`src/rtl/rv32i_pkg.sv`:
```
// Shared RV32I constants: arbiter state encoding, register-file geometry, requester IDs.
package rv32i_pkg;

    localparam int unsigned XLEN       = 32;
    localparam int unsigned REG_ADDR_W = 5;
    localparam int unsigned NUM_XREGS  = 32;

    localparam logic SCRUB = 1'b0;
    localparam logic RUN   = 1'b1;

    localparam int unsigned REQ_CORE = 0;
    localparam int unsigned REQ_DBG  = 1;

endpackage

```
`src/rtl/rr_arb2.sv`:
```
// Two-way grant logic: fixed priority (req[0] wins) or round-robin with a pointer flop.
module rr_arb2 #(
    parameter bit RR_MODE = 1'b0
) (
    input  logic       clk,
    input  logic       rst,
    input  logic       en,
    input  logic [1:0] req,
    output logic [1:0] gnt
);

    logic ptr_q, ptr_d;

    always_comb begin
        gnt = 2'b00;
        if (en) begin
            if (req[0] && req[1]) begin
                gnt = (RR_MODE && ptr_q) ? 2'b10 : 2'b01;
            end else begin
                gnt = req;
            end
        end
    end

    // Pointer names the favoured requester; after any grant favour the other one.
    always_comb begin
        ptr_d = ptr_q;
        if (RR_MODE && (gnt != 2'b00)) begin
            ptr_d = gnt[0];
        end
    end

    always_ff @(posedge clk or negedge rst) begin
        if (!rst) begin
            ptr_q <= 1'b0;
        end else begin
            ptr_q <= ptr_d;
        end
    end

endmodule

```
`src/rtl/regfile_wb_arbiter.sv`:
```
// Register-file write-port owner: post-reset scrub of x1..x31, then core/debug arbitration.
// Optional RF_WB_CONFLICT_CNT_EN adds conflict_cnt and last_loser outputs.
module regfile_wb_arbiter #(
    parameter int unsigned     XLEN        = 32,
    parameter bit              SCRUB_EN    = 1'b1,
    parameter logic [XLEN-1:0] SCRUB_VALUE = '0,
    parameter bit              RR_MODE     = 1'b0
) (
    input  logic            clk,
    input  logic            rst,
    input  logic            req0_valid,
    input  logic [4:0]      req0_addr,
    input  logic [XLEN-1:0] req0_data,
    output logic            req0_ready,
    input  logic            req1_valid,
    input  logic [4:0]      req1_addr,
    input  logic [XLEN-1:0] req1_data,
    output logic            req1_ready,
    output logic            rf_we,
    output logic [4:0]      rf_addd,
    output logic [XLEN-1:0] rf_datad,
`ifdef RF_WB_CONFLICT_CNT_EN
    output logic [15:0]     conflict_cnt,
    output logic            last_loser,
`endif
    output logic            init_done
);

    import rv32i_pkg::*;

    logic                  state_q, state_d;
    logic [REG_ADDR_W-1:0] idx_q, idx_d;
    logic                  rf_we_q, rf_we_d;
    logic [REG_ADDR_W-1:0] rf_addd_q, rf_addd_d;
    logic [XLEN-1:0]       rf_datad_q, rf_datad_d;
    logic                  init_done_q, init_done_d;
    logic                  live;
    logic [1:0]            gnt;

    // init_done_q keeps readys low for the first cycle out of reset even when scrub is skipped.
    assign live = (state_q == RUN) && init_done_q;

    rr_arb2 #(
        .RR_MODE (RR_MODE)
    ) u_arb (
        .clk (clk),
        .rst (rst),
        .en  (live),
        .req ({req1_valid, req0_valid}),
        .gnt (gnt)
    );

    assign req0_ready = gnt[REQ_CORE];
    assign req1_ready = gnt[REQ_DBG];

    always_comb begin
        state_d    = state_q;
        idx_d      = idx_q;
        rf_we_d    = 1'b0;
        rf_addd_d  = rf_addd_q;
        rf_datad_d = rf_datad_q;
        case (state_q)
            SCRUB: begin
                // idx wraps 31 -> 0 after the last write; 0 marks the cycle before RUN.
                if (idx_q != '0) begin
                    rf_we_d    = 1'b1;
                    rf_addd_d  = idx_q;
                    rf_datad_d = SCRUB_VALUE;
                    idx_d      = idx_q + 5'd1;
                end else begin
                    state_d = RUN;
                end
            end
            default: begin
                if (gnt[REQ_CORE]) begin
                    rf_we_d    = (req0_addr != 5'd0);
                    rf_addd_d  = req0_addr;
                    rf_datad_d = req0_data;
                end else if (gnt[REQ_DBG]) begin
                    rf_we_d    = (req1_addr != 5'd0);
                    rf_addd_d  = req1_addr;
                    rf_datad_d = req1_data;
                end
            end
        endcase
        init_done_d = (state_d == RUN);
    end

    always_ff @(posedge clk or negedge rst) begin
        if (!rst) begin
            state_q     <= SCRUB_EN ? SCRUB : RUN;
            idx_q       <= 5'd1;
            rf_we_q     <= 1'b0;
            rf_addd_q   <= '0;
            rf_datad_q  <= '0;
            init_done_q <= 1'b0;
        end else begin
            state_q     <= state_d;
            idx_q       <= idx_d;
            rf_we_q     <= rf_we_d;
            rf_addd_q   <= rf_addd_d;
            rf_datad_q  <= rf_datad_d;
            init_done_q <= init_done_d;
        end
    end

    assign rf_we     = rf_we_q;
    assign rf_addd   = rf_addd_q;
    assign rf_datad  = rf_datad_q;
    assign init_done = init_done_q;

`ifdef RF_WB_CONFLICT_CNT_EN
    logic [15:0] cnt_q, cnt_d;
    logic        loser_q, loser_d;

    always_comb begin
        cnt_d   = cnt_q;
        loser_d = loser_q;
        if (live && req0_valid && req1_valid) begin
            if (cnt_q != 16'hFFFF) begin
                cnt_d = cnt_q + 16'd1;
            end
            // Core granted means debug lost, and vice versa.
            loser_d = gnt[REQ_CORE];
        end
    end

    always_ff @(posedge clk or negedge rst) begin
        if (!rst) begin
            cnt_q   <= '0;
            loser_q <= 1'b0;
        end else begin
            cnt_q   <= cnt_d;
            loser_q <= loser_d;
        end
    end

    assign conflict_cnt = cnt_q;
    assign last_loser   = loser_q;
`endif

endmodule

```
`config.mk`:
```
export PLATFORM = sky130hd
export DESIGN_NAME = regfile_wb_arbiter
export DESIGN_NICKNAME = d
export VERILOG_FILES = /design/src/rtl/rv32i_pkg.sv /design/src/rtl/rr_arb2.sv /design/src/rtl/regfile_wb_arbiter.sv
export SDC_FILE = /design/constraint.sdc
export NUM_CORES = 1
export LEC_CHECK = 0
export ABC_AREA = 1
export CAP_MARGIN = 5
export CORE_MARGIN = 2
export CORE_UTILIZATION = 40
export CTS_CLUSTER_SIZE = 40
export DETAILED_ROUTE_END_ITERATION = 12
export GPL_ROUTABILITY_DRIVEN = 1
export PLACE_DENSITY = 0.77
export SLEW_MARGIN = 30
export SYNTH_ARGS = -nofsm -noshare
export SYNTH_HDL_FRONTEND = slang
export SYNTH_SLANG_ARGS = --single-unit
```
`constraint.sdc`:
```
create_clock -name clk -period 2.18 [get_ports clk]
set_input_delay 0.545 -clock clk [delete_from_list [all_inputs] [get_ports clk]]
set_output_delay 0.545 -clock clk [all_outputs]
set_load 0.01 [all_outputs]
```
Word level (Yosys, flattened, before mapping)

Index checks and enable logic that the tools add are counted.

Register bits after elaboration: 44
Logic and storage cells: 31
Output and inout bits: 41
Input bits: 78

Multiplexer cells: 16
Add/sub/neg operators: 1
Equal/unequal tests: 1
Bitwise gates (word level): 1
Reductions and logical operators: 7

Operators with widths:

| kind                                                  | number |
|---|---|
| 2-to-1 mux 32 bit                                     | 4 |
| 2-to-1 mux 5 bit                                      | 4 |
| nonzero test 5 bit                                    | 3 |
| 2-to-1 mux 1 bit                                      | 6 |
| adder 5 x 1 -> 5 bit, second input constant           | 1 |
| 2-to-1 mux 2 bit                                      | 2 |
| AND reduction 2 bit                                   | 2 |
| inequality test 3 x 1 -> 1 bit, second input constant | 1 |
| nonzero test 2 bit                                    | 1 |
| logical AND 1 bit                                     | 1 |
| NOT 1 bit                                             | 1 |

Logic depth before layout (Yosys ltp)

Depth in word-level cells: 6
Gate-level depth with buffers: 9
Mapped depth without buffers: 8

Cells and area by module

A second synthesis with hierarchy kept.

Cell total of the unflattened synthesis: 304
Area total of the unflattened synthesis: 2366.0 µm²

Modules (own cells, without submodules):

| module             | times used | sequential area each (µm²) | cells each | area each (µm²) |
|---|---|---|---|---|
| regfile_wb_arbiter | 1          | 1102.3                     | 300        | 2348.5 |
| rr_arb2            | 1          | 0.0                        | 4          | 17.5 |

Worst setup path after synthesis

No wires, ideal clock.

Path kind: input port to output port
Start point: in req0_valid
End point: out req1_ready
Data required time: 1635 ps
Stages: 2
Path slack: 578 ps
Buffers on the path: 1
Arrival: 1057 ps
Cell sequence: buf_2 -> nor3_1

Longest elaborated chain between the ends: 3

Ends and longest elaborated chain:

| element           | RTL line                 | text |
|---|---|---|
| from (decl)       | regfile_wb_arbiter.sv:11 | `input logic req0_valid,` |
| logical AND 1 bit | rr_arb2.sv:17            | `if (req[0] && req[1]) begin` |
| 2-to-1 mux 2 bit  | rr_arb2.sv:17            |  |
| 2-to-1 mux 2 bit  | rr_arb2.sv:16            | `if (en) begin` |
| to (decl)         | regfile_wb_arbiter.sv:18 | `output logic req1_ready,` |

No other way between the ends.

Worst setup path after layout

Start point: in req0_valid
End point: out req0_ready

Longest elaborated chain between the ends: 3

Ends and longest elaborated chain:

| element              | RTL line                 | text |
|---|---|---|
| logical AND 1 bit    | rr_arb2.sv:17            |  |
| 2-to-1 mux 2 bit (*) | rr_arb2.sv:17            |  |
| 2-to-1 mux 2 bit (*) | rr_arb2.sv:16            |  |
| to (decl)            | regfile_wb_arbiter.sv:14 | `output logic req0_ready,` |

Every way passes the cells marked *; elsewhere a longest branch is shown, timed or not.

==> summary.txt <==
run status: complete, no violations
Clock power frac: 24.5%
htree depth: 2
Max Root-Sink Buffers: 2
most frequent cells in the layout: 123 x nand2_1, 120 x nand3_1, 115 x clkdlybuf4s50_1
WP data required: 1630 ps
synthesized flop and latch total: 44
Net Sw Power: 517 uW
CP delay by family, top: buffers and inverters
DR DRC count: 0
setup repair bufs after CTS: 0
ant diodes: 0
DP Worst Slack: -199 ps
Initial Util: 41.6%
Resized cells post-CTS: 3
Comb power frac: 28.2%
total global routing overflow: 0
Synth Area per Inst: 7.30 sq um
Worst Slack Setup Final: 139 ps
CTS tree: done
post-layout min period: 2040 ps
input/output buffers: 118
Max-cap violations: 0
drt wl/cell: 13.3 um
Sequential Power Share: 47.3%
max-slew headroom at the worst pin: 76.2%
Lkg Pwr: 0.00188 uW
dominant cell type by area after synthesis: dfrtp_1
routability cong.: 0.894
Slowest-stage cell, CP: clkdlybuf4s50_1
Post-synth EDFFs: 0
Final Total Pwr: 1960 uW
sequential share of the synthesized area: 44.2%
maximum vdd drop: 0.267 mV
met3 WL: 500 um
die width: 83.0 um
power density cells: 515 nW/um^2
Hold Buf Count CTS: 0
die height: 83.0 um
fin. max-slew vios: 0
most common cell after layout, fill and taps aside: nand2_1
clk slew on worst S/H paths: 80 ps
pin count of the biggest net entering global routing: 41
placed insts: 525
later-pin clock latency in the skew report: 280 ps
Final Routed Wirelength: 7090 um
worst path bufs/invs: 3
P_int: 1440 uW
WS Path Type: in2out
cell chain of the critical path: dlygate4sd2_1, nand2_1, inv_1, clkdlybuf4s50_1
Synth cell types: 18
final worst-path cycle share: 93.6%
clock buffer count from CTS: 5
net count after synthesis: 422
Avg Vias per Cell: 5.05
Vias: 2691
initial antenna violation count: 0
CP endpoint kind: output pin
Core ar.: 5990 sq um
global-route wire length before repair: 12300 um
HP Class: in2async
initial DRC count: 98
Final Instance Count excl. Fillers: 533
DRT antenna net count: 0
critical path's largest stage delay: 540 ps
row cnt: 28
Detailed Routing Iterations Pass 1: 6
Sw Share: 26.4%
met1 WL: 3130 um
Critical Path AT: 1500 ps
Hold Slack: 133 ps
layout cell share with drive strength beyond 1: 6.33%
CP Launch Type: input port
RSZ-0062 raised after global routing: false
area grow syn2layout: 52.4%
Total GRT Usage: 21.4%
met2 wire length: 3320 um
final hold viol count: 0
Max Clock Skew: 2.07 ps
vias in the first global route: 2614
Max Used Layer: met4
# setup viols final: 0
Max FO, Critical Path: 4
Post-Syn Area: 2490 sq um
Layout Nets: 537
IO Count: 119
Detail Placement HPWL: 5400 um
synth warn: 0
clock root buffer: clkbuf_8
Synth area leaders: dfrtp_1 43%, nand3_1 24%, nand2_1 19%, buf_4 3.0%, buf_2 2.0%
TritonCTS Sinks: 44
FFs w/ async S/R, synth: 100%
Worst Tran Pin Value: 358 ps
Syn Inst Count: 342
FMAX: 0.490 GHz
top-area cell type share of the netlist area: 43.1%
Die ar.: 6880 sq um
Most used DFF post-synth: dfrtp_1
==> state kept, by name, summed over array words and instances, names as in the netlist <==
name,count
idx_q,5
rf_addd,5
rf_datad,32
init_done,1
rf_we,1
==> worst register-to-register path, cell delays in order, from the launching register on <==
cell and delay (ps):
dfrtp_2 410, buf_4 330, nand3_1 230, nand2_2 120
buf_4 260, nand2_1 100, nand2_1 90
==> per-stage QoR <==
| step | area [sq um] | utilization, % | setup TNS (ps) |
|---|---|---|---|
| after floorplan | 2490 | - | 0 |
| after global placement | 3720 | 62.1 | -262 |
| after detailed placement | 3720 | 62.1 | -444 |
| after CTS | 3800 | 63.5 | 0 |
| after global routing | 3800 | 63.5 | 0 |
| final | 3800 | 63.5 | 0 |
==> cell families after synthesis <==
family / share of synthesized area (%)
buf+inv: 8.32
flops: 44.2
xor+xnor: 1.05
simple gates: 45.2
fa+ha+maj: 1.00
compound gates: 0.200
==> synthesized netlist by cell type (2+ instances only) <==
master and count:
nand3b_1 2, nand3_1 120, buf_6 3, nand2_1 123, dfrtp_1 43, ha_1 2, xnor2_1 3, buf_4 10
buf_2 10, clkbuf_1 4, inv_1 8, nor2_1 8
==> final timing paths <==
| path | from | to | slack (ps) | cells past startpoint |
|---|---|---|---|---|
| min in group clk | rf_datad[8] | rf_datad[8] | 470 | 2 |
| worst max register to register | init_done | rf_datad[12] | 570 | 6 |
| max in group asynchronous | rst | rf_datad[31] | 1510 | 2 |
| worst min-delay path | rst | rf_we | 130 | 1 |
| worst max-delay path | req0_valid | req0_ready | 140 | 4 |
| worst min register to register | rf_datad[8] | rf_datad[8] | 470 | 2 |
==> per-layer routing <==
metal  up-vias  track usage (%)
li1       1349                -
met1      1243             26.6
met2        87             36.0
met3        12             6.16
met4         0             6.26
met5         -                0
==> power by group through the flow <==
| stage | registers (uW) | clock network, uW | logic (uW) |
|---|---|---|---|
| detailed placement | 940 | 0 | 559 |
| global placement | 937 | 0 | 550 |
| floorplan | 973 | 0 | 169 |
| finish | 925 | 479 | 552 |
| global route | 934 | 535 | 605 |
| CTS | 925 | 494 | 560 |
==> cell type report <==
type	count	area [sq um]
Fill cell	528	2190
Timing Repair Buffer	135	1300
Multi-Input combinational cell	262	1190
Sequential cell	44	1100
Tap cell	75	93.8
Clock buffer	8	80.1
Inverter	9	33.8
No activity file was read; power rests on OpenSTA's default activity.
